**config.mk**
```make
export PLATFORM = sky130hd
export DESIGN_NAME = lipsi_mem_arbiter
export DESIGN_NICKNAME = d
export VERILOG_FILES = /design/src/rtl/lipsi_mem_arbiter.sv
export SDC_FILE = /design/constraint.sdc
export NUM_CORES = 1
export LEC_CHECK = 0
export ABC_CLOCK_PERIOD_IN_PS = 4500
export CORE_ASPECT_RATIO = 0.7
export CORE_MARGIN = 1
export CORE_UTILIZATION = 43
export DETAILED_ROUTE_END_ITERATION = 16
export GPL_ROUTABILITY_DRIVEN = 0
export PLACE_DENSITY = 0.9
export SLEW_MARGIN = 20
export SYNTH_ARGS = -nofsm -noshare
export SYNTH_HDL_FRONTEND = slang
export SYNTH_SLANG_ARGS = --single-unit
export TNS_END_PERCENT = 50
```
**constraint.sdc**
```tcl
create_clock -name clk -period 4.5 [get_ports clk]
set_input_delay 1.35 -clock clk [delete_from_list [all_inputs] [get_ports clk]]
set_output_delay 1.35 -clock clk [all_outputs]
set_load 0.03 [all_outputs]
```
**src/rtl/lipsi_mem_arbiter.sv**
```systemverilog
// -----------------------------------------------------------------------------
// LipsiMemArbiter (module lipsi_mem_arbiter)
//
// Shares the single port of the 512-byte synchronous-read Lipsi memory between
// the Lipsi core and a host loader/debug port. Every access runs through a
// four-state sequence IDLE -> ACCESS -> DONE -> ACK, so one access takes four
// cycles and the requester sees a one-cycle ack pulse in the ACK cycle.
//
// Ports:
//   clk, reset                    : clock (rising edge), async active-high reset
//   cpu_req/we/addr/wdata         : core request; fields stable while req high
//   cpu_ack, cpu_rdata            : core completion pulse and held read data
//   host_req/we/addr/wdata        : host request; fields stable while req high
//   host_ack, host_rdata          : host completion pulse and held read data
//   mem_en/we/addr/wdata          : registered memory command
//   mem_rdata                     : memory read data, valid one cycle after mem_en
//   busy                          : high whenever the sequencer is not in IDLE
//   owner_host                    : 1 when the current/last grant went to the host
//
// Build option:
//   HOST_PRIO_EN : when defined the host wins every tie (core stalls while the
//                  host keeps requesting); otherwise ties alternate round robin.
// -----------------------------------------------------------------------------
module lipsi_mem_arbiter #(
   parameter int ADDR_W = 9,
   parameter int DATA_W = 8
) (
   input  logic              clk,
   input  logic              reset,
   input  logic              cpu_req,
   input  logic              cpu_we,
   input  logic [ADDR_W-1:0] cpu_addr,
   input  logic [DATA_W-1:0] cpu_wdata,
   output logic              cpu_ack,
   output logic [DATA_W-1:0] cpu_rdata,
   input  logic              host_req,
   input  logic              host_we,
   input  logic [ADDR_W-1:0] host_addr,
   input  logic [DATA_W-1:0] host_wdata,
   output logic              host_ack,
   output logic [DATA_W-1:0] host_rdata,
   output logic              mem_en,
   output logic              mem_we,
   output logic [ADDR_W-1:0] mem_addr,
   output logic [DATA_W-1:0] mem_wdata,
   input  logic [DATA_W-1:0] mem_rdata,
   output logic              busy,
   output logic              owner_host
);

   typedef enum logic [1:0] {
      IDLE   = 2'd0,
      ACCESS = 2'd1,
      DONE   = 2'd2,
      ACK    = 2'd3
   } state_t;

   state_t            state_q;
   logic              cpuAck_q;
   logic              hostAck_q;
   logic [DATA_W-1:0] cpuRdata_q;
   logic [DATA_W-1:0] hostRdata_q;
   logic              memEn_q;
   logic              memWe_q;
   logic [ADDR_W-1:0] memAddr_q;
   logic [DATA_W-1:0] memWdata_q;
   logic              isWrite_q;
   logic              busy_q;
   logic              ownerHost_q;

   logic              grantValid_d;
   logic              grantHost_d;

   // Grant decision for the IDLE cycle. A lone requester always wins; a tie
   // goes either to the host unconditionally or to whoever was not served last.
   always_comb begin
      grantValid_d = cpu_req | host_req;
`ifdef HOST_PRIO_EN
      grantHost_d  = host_req;
`else
      if (cpu_req && host_req) begin
         grantHost_d = ~ownerHost_q;
      end else begin
         grantHost_d = host_req;
      end
`endif
   end

   // Access sequencer with all outputs registered. The winner's command is
   // captured only in IDLE, so later changes on the request fields are ignored.
   // The write flag is kept separately because mem_we is cleared after ACCESS
   // but DONE still needs to know whether to load read data.
   always_ff @(posedge clk or posedge reset) begin
      if (reset) begin
         state_q     <= IDLE;
         cpuAck_q    <= 1'b0;
         hostAck_q   <= 1'b0;
         cpuRdata_q  <= '0;
         hostRdata_q <= '0;
         memEn_q     <= 1'b0;
         memWe_q     <= 1'b0;
         memAddr_q   <= '0;
         memWdata_q  <= '0;
         isWrite_q   <= 1'b0;
         busy_q      <= 1'b0;
         ownerHost_q <= 1'b1;
      end else begin
         cpuAck_q  <= 1'b0;
         hostAck_q <= 1'b0;
         case (state_q)
            IDLE: begin
               if (grantValid_d) begin
                  state_q     <= ACCESS;
                  busy_q      <= 1'b1;
                  memEn_q     <= 1'b1;
                  ownerHost_q <= grantHost_d;
                  if (grantHost_d) begin
                     memWe_q    <= host_we;
                     isWrite_q  <= host_we;
                     memAddr_q  <= host_addr;
                     memWdata_q <= host_wdata;
                  end else begin
                     memWe_q    <= cpu_we;
                     isWrite_q  <= cpu_we;
                     memAddr_q  <= cpu_addr;
                     memWdata_q <= cpu_wdata;
                  end
               end
            end
            ACCESS: begin
               memEn_q <= 1'b0;
               memWe_q <= 1'b0;
               state_q <= DONE;
            end
            DONE: begin
               // mem_rdata is valid now; only reads update the winner's register
               if (!isWrite_q) begin
                  if (ownerHost_q) begin
                     hostRdata_q <= mem_rdata;
                  end else begin
                     cpuRdata_q <= mem_rdata;
                  end
               end
               hostAck_q <= ownerHost_q;
               cpuAck_q  <= ~ownerHost_q;
               state_q   <= ACK;
            end
            ACK: begin
               busy_q  <= 1'b0;
               state_q <= IDLE;
            end
            default: begin
               state_q <= IDLE;
            end
         endcase
      end
   end

   assign cpu_ack    = cpuAck_q;
   assign host_ack   = hostAck_q;
   assign cpu_rdata  = cpuRdata_q;
   assign host_rdata = hostRdata_q;
   assign mem_en     = memEn_q;
   assign mem_we     = memWe_q;
   assign mem_addr   = memAddr_q;
   assign mem_wdata  = memWdata_q;
   assign busy       = busy_q;
   assign owner_host = ownerHost_q;

endmodule

```
==> reports/results.tsv <==
stage	metric	value	unit
cells_and_area	leading cell type in the layout, fill and taps excluded	sky130_fd_sc_hd__clkdlybuf4s50_1	
clocking	Sinks on Clock Net	42	
synthesis	area share of xor/xnor cells in the synthesized design	0	%
worst_setup_path	Setup crit end	isWrite_q$_DFFE_PP0P_	
synthesis	mux contribution to synthesized area	20.4	%
synthesis	adder and majority gate portion of the synthesized area	3.43	%
die	Die Wd	79.8	microns
clocking	number of gates given a new drive strength after cts	0	
worst_setup_path	standard cell with the maximum stage delay on the critical path	sky130_fd_sc_hd__a21bo_1	
cells_and_area	leading cell types in the layout, fill and taps excluded	sky130_fd_sc_hd__clkdlybuf4s50_1, sky130_fd_sc_hd__dfrtp_1, sky130_fd_sc_hd__nand2_1	
timing	Worst slew margin	38.8	%
synthesis	cell type contributing the most total cell area after synthesis	sky130_fd_sc_hd__dfrtp_1	
clocking	H-tree Lvls	2	
routing	Pre-antenna DRT Iters	4	
worst_setup_path	Reg2Reg Capture Point	cpu_rdata[1]$_DFFE_PP0P_	
timing	number of slew-limit violations in the final report	0	
worst_setup_path	start point of the critical path	host_req	
place	count of placed standard cells including taps	281	
cells_and_area	layout overhead on the synthesized area	54.0	%
worst_setup_path	setup slack, reg-to-reg	2.47	ns
routing	Routed wire per std cell	13.3	microns
timing	maximum operating frequency	0.344	GHz
timing	final hold viol count	0	
routing	DRC	0	
clocking	number of hold buffers added after CTS	0	
clocking	count of buffers added by post-CTS timing repair for setup	0	
power	maximum resistive drop on vdd	441	uV
routing	routed vias/inst	4.75	
die	initial cell density of the core	45.6	%
worst_setup_path	CP delay by family, top	compound AO/OA/AOI/OAI gates	
hold_path	min-delay worst type	flip-flop to flip-flop	
clocking	clock transition time at the flip-flop clock pins of the worst setup and hold paths	0.08	ns
timing	fraction of the cycle the final worst path needs	64.6	%
worst_setup_path	Setup crit start kind	primary input	
worst_setup_path	CP endpoint kind	flip-flop	
clocking	TritonCTS clock tree	built	
die	overall die area	0.00451	sq mm
cells_and_area	final cell count without fillers	289	
die	chip height	56.5	microns
global_route	Overflow after GRT	0	
cells_and_area	antenna diode count	0	
synthesis	flop and latch count out of synthesis	42	
die	number of top-level pins	87	
synthesis	sequential area share after synthesis	57.7	%
worst_setup_path	crit path DAT	3.07	ns
outcome	run status	finished, final reports clean	
clocking	TritonCTS Buffers	5	
synthesis	cells after synthesis	149	
synthesis	top cell type's share of synthesized area	56.3	%
timing	Final Skew	0.00641	ns
place	half-perimeter wire length of the detailed placement result	2.95	mm
timing	Setup TNS Final	0	ns
worst_setup_path	largest fanout of any net on the critical path	18	
worst_setup_path	number of buffer and inverter stages on the critical path	1	
global_route	initial antenna violation count	0	
place	IO Port Bufs	86	
synthesis	cells taking the most area after synthesis	sky130_fd_sc_hd__dfrtp_1, sky130_fd_sc_hd__mux2_2, sky130_fd_sc_hd__mux2i_1	
timing	transition time at the pin with the least slew margin	0.918	ns
worst_setup_path	crit-path max cell delay	0.83	ns
power	Power Dens Cells	723	mW/mm^2
worst_setup_path	critical-path cell list	clkdlybuf4s50_1, a21bo_1, mux2i_1, o21ai_0	
routing	total wirelength of the detailed-routed design	3.85	mm
worst_setup_path	Worst Path Required	4.67	ns
routing	Iter 0 DRT Violations	36	
synthesis	complex-gate fraction of the synthesized area	8.30	%
timing	setup repair after global routing missed its margin	no	
job	max-cap viol count	0	
global_route	global-route total usage across every layer	18.6	%
synthesis	main combinational cell family by area after synthesis	multiplexers	
worst_setup_path	launch point of the worst reg-to-reg path	state_q[0]$_DFFE_PP0P_	
timing	final critical delay including setup and external delays	2.91	ns
synthesis	Synth cell types	23	
clocking	Root Buffer	sky130_fd_sc_hd__clkbuf_8	
global_route	number of global-route vias before repair	1333	
clocking	maximum buffer depth of the clock tree	2	
synthesis	number of synthesis warnings	0	
die	placement row count	19	
power	leakage power total	1.26	nW
timing	final setup fails	0	
global_route	maximum number of pins on one net before global-route repair	43	
cells_and_area	share of cells above drive strength 1	12.2	%
cells_and_area	final net count	289	
routing	number of nets still failing antenna checks after routing	0	
synthesis	Post-Synthesis Net Count	202	
global_route	first-pass GRT wire length	6.33	mm
synthesis	mean instance size in the synthesized netlist	12.2	sq um
worst_setup_path	Critical Setup Path Class	primary input to flip-flop	
routing	routed via count	1374	
clocking	clock insertion delay at the later pin of the skew report	0.29	ns
die	CORE AREA	0.00399	sq mm
synthesis	post-synthesis share of cell area spent on and, or, nand and nor gates	6.79	%
worst_setup_path	Worst R2R Path Depth	5	
synthesis	post-synth design cell area	0.00182	sq mm
worst_setup_path	instance count on the critical path	4	
power by group:
part | leakage, nW | internal, W | switching (W) | total [W]
sequential | 0.510 | 0.000568 | 0.000101 | 0.000669
clock | 0.0441 | 0.000109 | 0.000129 | 0.000238
combinational | 0.703 | 0.000507 | 0.000616 | 0.00112
total | 1.26 | 0.00118 | 0.000847 | 0.00203
area by class of cell:
cell class | instances | area, sq um
fill | 309 | 1190
sequential | 42 | 1050
timing repair buffer | 88 | 876
multi-input combinational | 96 | 713
clock buffer | 5 | 68.8
tap | 52 | 65.1
clock inverter | 3 | 21.3
inverter | 3 | 11.3
tightest hold or removal path, delay by kind of cell (launching register included):
kind	cells	cell delay [ns]
AO/OA/AOI/OAI	1	0.06
flip-flops	1	0.35
AND/OR/NAND/NOR	1	0.04
cells in the mapped netlist:
| cell | number |
|---|---|
| sky130_fd_sc_hd__and2_1 | 1 |
| sky130_fd_sc_hd__o21ai_0 | 9 |
| sky130_fd_sc_hd__nor3_1 | 1 |
| sky130_fd_sc_hd__a2bb2oi_1 | 2 |
| sky130_fd_sc_hd__mux2i_1 | 18 |
| sky130_fd_sc_hd__a31oi_1 | 1 |
| sky130_fd_sc_hd__a21oi_1 | 2 |
| sky130_fd_sc_hd__mux2_2 | 17 |
| sky130_fd_sc_hd__o31ai_1 | 1 |
| sky130_fd_sc_hd__nor3b_1 | 1 |
| sky130_fd_sc_hd__dfstp_2 | 1 |
| sky130_fd_sc_hd__ha_1 | 5 |
| sky130_fd_sc_hd__clkbuf_1 | 2 |
| sky130_fd_sc_hd__a21bo_1 | 1 |
| sky130_fd_sc_hd__inv_1 | 3 |
| sky130_fd_sc_hd__o21ai_1 | 11 |
| sky130_fd_sc_hd__nand2b_1 | 1 |
| sky130_fd_sc_hd__nand2_1 | 19 |
| sky130_fd_sc_hd__buf_2 | 4 |
| sky130_fd_sc_hd__buf_6 | 2 |
| sky130_fd_sc_hd__nor2b_1 | 2 |
| sky130_fd_sc_hd__dfrtp_1 | 41 |
| sky130_fd_sc_hd__nor2_1 | 4 |
stage by stage:
stage          area, sq um  utilization, %  hold slack (ns)  worst slack, ns  total power (W)
2_1_floorplan         1820               -            0.463             2.18          0.00135
3_3_place_gp          2720            68.0            0.460             1.29          0.00178
3_5_place_dp          2720            68.0            0.470             1.23          0.00181
4_1_cts               2810            70.3            0.487             1.55          0.00206
5_1_grt               2810            70.3            0.504             1.45          0.00216
6_report              2810            70.3            0.482             1.59          0.00203
state kept, by name, indices dropped and copies added, names as in the netlist:
register / flops
mem_addr: 9
cpu_ack: 1
host_rdata: 8
isWrite_q: 1
mem_en: 1
mem_we: 1
busy: 1
mem_wdata: 8
owner_host: 1
state_q: 2
cpu_rdata: 8
host_ack: 1
metal layers:
layer,wire length [microns],vias to the layer above,global-route usage [%]
li1,-,683,-
met1,1690,627,23.3
met2,1740,60,30.0
met3,380,4,7.64
met4,30,0,4.59
met5,0,-,0
how the worst min path moves through the flow:
stage / startpoint / to / slack, ns / cells after the start
after floorplan: isWrite_q$_DFFE_PP0P_ / isWrite_q$_DFFE_PP0P_ / 0.46 / 2
after global placement: mem_addr[2]$_DFFE_PP0P_ / mem_addr[2]$_DFFE_PP0P_ / 0.46 / 2
after detailed placement: mem_addr[4]$_DFFE_PP0P_ / mem_addr[4]$_DFFE_PP0P_ / 0.47 / 2
after CTS: mem_addr[2]$_DFFE_PP0P_ / mem_addr[2]$_DFFE_PP0P_ / 0.49 / 2
after global routing: mem_addr[2]$_DFFE_PP0P_ / mem_addr[2]$_DFFE_PP0P_ / 0.50 / 2
final: mem_addr[1]$_DFFE_PP0P_ / mem_addr[1]$_DFFE_PP0P_ / 0.48 / 2
logic make-up after synthesis:
| logic type | Yosys count |
|---|---|
| AOI/OAI and AO/OA | 27 |
| adders and majority gates | 5 |
| buffers and inverters | 11 |
| DFF | 42 |
| muxes | 35 |
| and+or+nand+nor | 29 |
(Power assumes the default switching activity.)
